### src/rtl/bt656cap_dma2.sv
// BT.656 capture DMA: packs 32-bit pixel words into ping-pong 32-byte FML write bursts and
// writes whole frames into a ring of nbuf buffers. Define BT656CAP_DMA2_FRAME_COUNT_EN for frame_count.
module bt656cap_dma2 #(
  parameter int fml_depth    = 27,
  parameter int nbuf         = 2,
  parameter int pix_per_word = 2
) (
  input  logic                 sys_clk,
  input  logic                 sys_rst_n,
  input  logic                 enable,
  input  logic [1:0]           field_filter,
  input  logic [fml_depth-6:0] base_adr,
  input  logic [fml_depth-6:0] frame_bursts,
  input  logic                 v_stb,
  output logic                 v_ack,
  input  logic                 v_field,
  input  logic [31:0]          v_data,
  output logic [fml_depth-1:0] fml_adr,
  output logic                 fml_stb,
  input  logic                 fml_ack,
  output logic [63:0]          fml_do,
  output logic                 in_frame,
  output logic                 start_of_frame,
  output logic                 frame_done,
  output logic                 frame_short,
  output logic [3:0]           cur_buf,
  output logic [15:0]          frame_count
);

  localparam int aw = fml_depth - 5;

  if (nbuf < 1 || nbuf > 16 || pix_per_word < 1 || pix_per_word > 2) begin : g_bad_param
    $error("bt656cap_dma2: nbuf or pix_per_word out of range");
  end

  typedef enum logic [1:0] {IDLE, REQ, DATA} state_t;
  state_t state, state_nxt;

  logic [31:0]   mem [2][8];
  logic [1:0]    full;
  logic          fill_sel, drain_sel;
  logic [2:0]    wr_ptr, wr_idx;
  logic [1:0]    beat, beat_nxt;
  logic          last_field;
  logic [aw-1:0] burst_cnt, frame_base, new_adr, req_adr;
  logic [aw-1:0] buf_adr [2];

  logic field_edge, start, short_frame, store, burst_full, last_burst;
  logic load_req, adr_sel;
  logic [1:0] avail;

  assign v_ack       = sys_rst_n && v_stb && !full[fill_sel];
  assign field_edge  = v_field != last_field;
  assign start       = v_ack && field_edge && enable && field_filter[v_field]
                       && (frame_bursts != '0);
  assign short_frame = v_ack && field_edge && in_frame;
  assign store       = v_ack && (start || (in_frame && !field_edge));
  assign burst_full  = store && !start && (wr_ptr == 3'd7);
  assign last_burst  = burst_full && (burst_cnt == frame_bursts - aw'(1));
  assign wr_idx      = start ? 3'd0 : wr_ptr;
  assign new_adr     = frame_base + burst_cnt;
  assign beat_nxt    = beat + 2'd1;

  // A buffer completing this very cycle counts as full so the request goes out one cycle sooner.
  assign avail[0] = full[0] | (burst_full & ~fill_sel);
  assign avail[1] = full[1] | (burst_full & fill_sel);
  assign req_adr  = full[adr_sel] ? buf_adr[adr_sel] : new_adr;
  assign fml_stb  = (state == REQ);

  always_ff @(posedge sys_clk) begin
    if (!sys_rst_n) state <= IDLE;
    else            state <= state_nxt;
  end

  // NOTE: every variable driven here gets a default first, so no latch can be inferred.
  always_comb begin
    state_nxt = state;
    load_req  = 1'b0;
    adr_sel   = drain_sel;
    unique case (state)
      IDLE: if (avail[drain_sel]) begin
        state_nxt = REQ;
        load_req  = 1'b1;
      end
      REQ:  if (fml_ack) state_nxt = DATA;
      DATA: if (beat == 2'd3) begin
        if (avail[~drain_sel]) begin
          state_nxt = REQ;
          load_req  = 1'b1;
          adr_sel   = ~drain_sel;
        end else begin
          state_nxt = IDLE;
        end
      end
      default: state_nxt = IDLE;
    endcase
  end

  // NOTE: burst storage is plain RAM with no reset; the full flags alone say what is valid.
  always_ff @(posedge sys_clk) begin
    if (store) mem[fill_sel][wr_idx] <= v_data;
  end

  always_ff @(posedge sys_clk) begin
    if (!sys_rst_n) begin
      last_field     <= 1'b0;
      in_frame       <= 1'b0;
      start_of_frame <= 1'b0;
      frame_done     <= 1'b0;
      frame_short    <= 1'b0;
      cur_buf        <= 4'd0;
      frame_base     <= base_adr;
      burst_cnt      <= '0;
      wr_ptr         <= 3'd0;
      fill_sel       <= 1'b0;
      drain_sel      <= 1'b0;
      full           <= 2'b00;
      buf_adr[0]     <= '0;
      buf_adr[1]     <= '0;
      beat           <= 2'd0;
      fml_adr        <= '0;
      fml_do         <= '0;
    end else begin
      start_of_frame <= start;
      frame_short    <= short_frame;
      frame_done     <= last_burst;
      if (v_ack) last_field <= v_field;

      if (start) begin
        in_frame  <= 1'b1;
        burst_cnt <= '0;
        wr_ptr    <= 3'd1;
      end else if (short_frame) begin
        in_frame <= 1'b0;
        wr_ptr   <= 3'd0;
      end else if (burst_full) begin
        wr_ptr            <= 3'd0;
        fill_sel          <= ~fill_sel;
        full[fill_sel]    <= 1'b1;
        buf_adr[fill_sel] <= new_adr;
        burst_cnt         <= burst_cnt + aw'(1);
        if (last_burst) begin
          in_frame <= 1'b0;
          if (cur_buf == 4'(nbuf - 1)) begin
            cur_buf    <= 4'd0;
            frame_base <= base_adr;
          end else begin
            cur_buf    <= cur_buf + 4'd1;
            frame_base <= frame_base + frame_bursts;
          end
        end
      end else if (store) begin
        wr_ptr <= wr_ptr + 3'd1;
      end

      if (load_req) fml_adr <= {req_adr, 5'b0};
      if (state == REQ && fml_ack) begin
        beat   <= 2'd0;
        fml_do <= {mem[drain_sel][0], mem[drain_sel][1]};
      end else if (state == DATA) begin
        if (beat == 2'd3) begin
          full[drain_sel] <= 1'b0;
          drain_sel       <= ~drain_sel;
        end else begin
          beat   <= beat_nxt;
          fml_do <= {mem[drain_sel][{beat_nxt, 1'b0}], mem[drain_sel][{beat_nxt, 1'b1}]};
        end
      end
    end
  end

`ifdef BT656CAP_DMA2_FRAME_COUNT_EN
  always_ff @(posedge sys_clk) begin
    if (!sys_rst_n)      frame_count <= 16'd0;
    else if (last_burst) frame_count <= frame_count + 16'd1;
  end
`else
  assign frame_count = 16'd0;
`endif

endmodule

### config.mk
export PLATFORM = sky130hd
export DESIGN_NAME = bt656cap_dma2
export DESIGN_NICKNAME = d
export VERILOG_FILES = /design/src/rtl/bt656cap_dma2.sv
export SDC_FILE = /design/constraint.sdc
export NUM_CORES = 1
export LEC_CHECK = 0
export ABC_AREA = 1
export CAP_MARGIN = 20
export CORE_MARGIN = 4
export CORE_UTILIZATION = 60
export CTS_CLUSTER_DIAMETER = 80
export CTS_CLUSTER_SIZE = 12
export DETAILED_ROUTE_END_ITERATION = 10
export PLACE_DENSITY = 0.81
export SLEW_MARGIN = 0
export SYNTH_ARGS = -nofsm -noshare
export SYNTH_HDL_FRONTEND = slang
export SYNTH_SLANG_ARGS = --single-unit
### constraint.sdc
create_clock -name sys_clk -period 7.1 [get_ports sys_clk]
set_input_delay 2.13 -clock sys_clk [delete_from_list [all_inputs] [get_ports sys_clk]]
set_output_delay 2.13 -clock sys_clk [all_outputs]
set_load 0.01 [all_outputs]
==> results.sh <==
export IMPL_worstPathRequired_ps=4970
export IMPL_async_flop_share_pct=0
export IMPL_critPathCaptureType="primary output"
export IMPL_fp_dieH_um=240
export IMPL_finalNetCount=3534
export IMPL_syn_avg_cell_area_um2=9.86
export IMPL_numPlacedInstances=4015
export IMPL_rsz0062_at_grt="false"
export IMPL_hold_path_startpoint="fml_adr[6]$_SDFFE_PN0P_"
export IMPL_worst_clock_skew_ps=17.7
export IMPL_final_cells=4145
export IMPL_r2r_slack_ps=3160
export IMPL_hold_path_class="register to register"
export IMPL_cts_sinks=707
export IMPL_finalCritPeriodShare_pct=79.2
export IMPL_start_util_pct=61.0
export IMPL_detail_route_wl_per_cell_um=21.4
export IMPL_power_leakage_uw=0.0141
export IMPL_cp_arrival_ps=3500
export IMPL_grt_max_degree=223
export IMPL_gr_total_overflow=0
export IMPL_ys_seq_elements=707
export IMPL_ys_seq_area_share_pct=61.8
export IMPL_ctsResizeCount=0
export IMPL_vias=25256
export IMPL_slew_violations=0
export IMPL_cp_start_kind="input port"
export IMPL_clk_latency_ps=610
export IMPL_hold_viol_final=0
export IMPL_clockBufferDepth=3
export IMPL_grt_first_pass_wirelength_um=135000
export IMPL_place_hpwl_um=53100
export IMPL_boundaryPins=201
export IMPL_vdd_drop_max_mv=0.188
export IMPL_synth_edf_count=578
export IMPL_design_core_area_um2=52900
export IMPL_ys_types=51
export IMPL_ctsHoldBuffers=0
export IMPL_clk_pin_slew_ps=60
export IMPL_max_slew_worst_pin_slew_ps=1130
export IMPL_track_usage_pct=30.0
export IMPL_final_cell_mix="797 x nand2_1, 578 x edfxtp_1, 326 x nor2_1, 291 x o21ai_0, 284 x inv_1"
export IMPL_slew_headroom_pct=24.6
export IMPL_numCtsBuffers=69
export IMPL_cts_root_buf="clkbuf_16"
export IMPL_drt_iter0_markers=3096
export IMPL_die_area_um2=57500
export IMPL_crit_start="v_stb"
export IMPL_drive_gt1_share_pct=4.75
export IMPL_timing_final_crit_period_ps=5630
export IMPL_first_global_vias=24528
export IMPL_setup_violations=0
export IMPL_port_buffers=179
export IMPL_cts_setup_buffers=0
export IMPL_netlist_area_um2=32300
export IMPL_worst_setup_path_type="input port to primary output"
export IMPL_cts_tree="yes"
export IMPL_clock_fmax_ghz=0.178
export IMPL_htree_levels=3
export IMPL_ys_flop_type="edfxtp_1"
export IMPL_netlist_instances=3272
export IMPL_worstReg2RegStart="beat[0]$_SDFFE_PP0P_"
export IMPL_first_pass_iters=7
export IMPL_cap_viol_max_count=0
export IMPL_status="complete, no violations"
export IMPL_ys_warn_count=0
export IMPL_drcViolationCount=0
export IMPL_final_antenna_net_count=0
export IMPL_path_max_fanout=4
export IMPL_syn_to_final_growth_pct=13.8
export IMPL_vias_per_cell=6.09
export IMPL_layout_commonest_cell="nand2_1"
export IMPL_final_util_pct=69.4
export IMPL_die_w_um=240
export IMPL_power_density_nw_per_um2=230
export IMPL_tns_ps=0
export IMPL_finalWirelength_um=88500
export IMPL_place_congestion=0.981
export IMPL_antenna_found_initial=3
export IMPL_fp_row_count=84
## cell families (layout without fill, tap and decap cells)
| family | count (synthesis) | in the layout | share of synthesized area [%] |
|---|---|---|---|
| fa+ha+maj | 50 | 50 | 1.99 |
| buf+inv | 478 | 641 | 5.98 |
| xor+xnor | 51 | 51 | 1.43 |
| other cells | 1 | 23 | 0.0116 |
| flops | 707 | 707 | 61.8 |
| compound gates | 668 | 668 | 12.1 |
| mux | 8 | 8 | 0.248 |
| simple gates | 1309 | 1309 | 16.4 |
## critical path, cell delays in order
cell and delay (ps):
clkdlybuf4s50_1 460, nand2_1 60, inv_2 70, nand3_2 110
inv_1 130, clkdlybuf4s50_1 550
## flip-flops by register name, indices dropped and copies added (netlist names), 2 cells and up, named ones only
register,cells
state,2
full,2
cur_buf,4
fml_do,64
fml_adr,22
burst_cnt,22
wr_ptr,3
frame_base,22
beat,2
buf_adr,44
mem,512
## where the power goes
| part | leakage (µW) | switching [µW] | total, µW | internal, µW |
|---|---|---|---|---|
| sequential | 0.00629 | 27.0 | 4540 | 4510 |
| combinational | 0.00681 | 305 | 455 | 150 |
| clock | 0.000993 | 1550 | 3470 | 1910 |
## routing by layer
layer	global-route usage (%)	vias up	routed length, µm
li1	-	11538	-
met1	41.2	12036	34600
met2	47.9	1447	41800
met3	5.68	231	8930
met4	12.2	4	3200
met5	0	-	23
## cell usage after synthesis, types with 28 or more instances
cell	count	area, µm²
nand4_1	28	175
edfxtp_1	578	17400
nor2_1	328	1230
nand3_1	82	410
ha_1	48	601
xor2_1	35	307
dfxtp_1	129	2580
a21oi_1	129	646
o311ai_0	59	517
nor3_1	37	185
inv_1	286	1070
buf_2	30	150
o21ai_0	291	1460
nand2_1	798	3000
a211oi_1	62	465
clkbuf_1	108	405
o22ai_1	74	463
## worst paths after layout
| check | to | depth (start not counted) |
|---|---|---|
| hold reg to reg | fml_adr[6]$_SDFFE_PN0P_ | 2 |
| setup / recovery | v_ack | 6 |
| hold / removal | fml_adr[6]$_SDFFE_PN0P_ | 2 |
| setup reg to reg | fml_adr[7]$_SDFFE_PN0P_ | 12 |
## area by class of cell
class | instances | area [µm²]
antenna | 2 | 5.00
clock buffer | 119 | 1980
clock inverter | 7 | 109
fill | 3716 | 16200
inverter | 298 | 1120
multi-input combinational | 2107 | 10600
sequential | 707 | 19900
tap | 688 | 861
timing repair buffer | 217 | 2130
## per-stage QoR
stage	instance area, µm²	setup WS, ps	hold slack (ps)	power (µW)
6_report	36700	1470	469	8460
5_1_grt	36700	1380	488	8700
4_1_cts	36700	1460	471	8470
3_5_place_dp	34600	1220	461	5070
3_3_place_gp	34600	1260	453	5060
2_1_floorplan	32300	1020	442	4880
(Power assumes the default switching activity.)
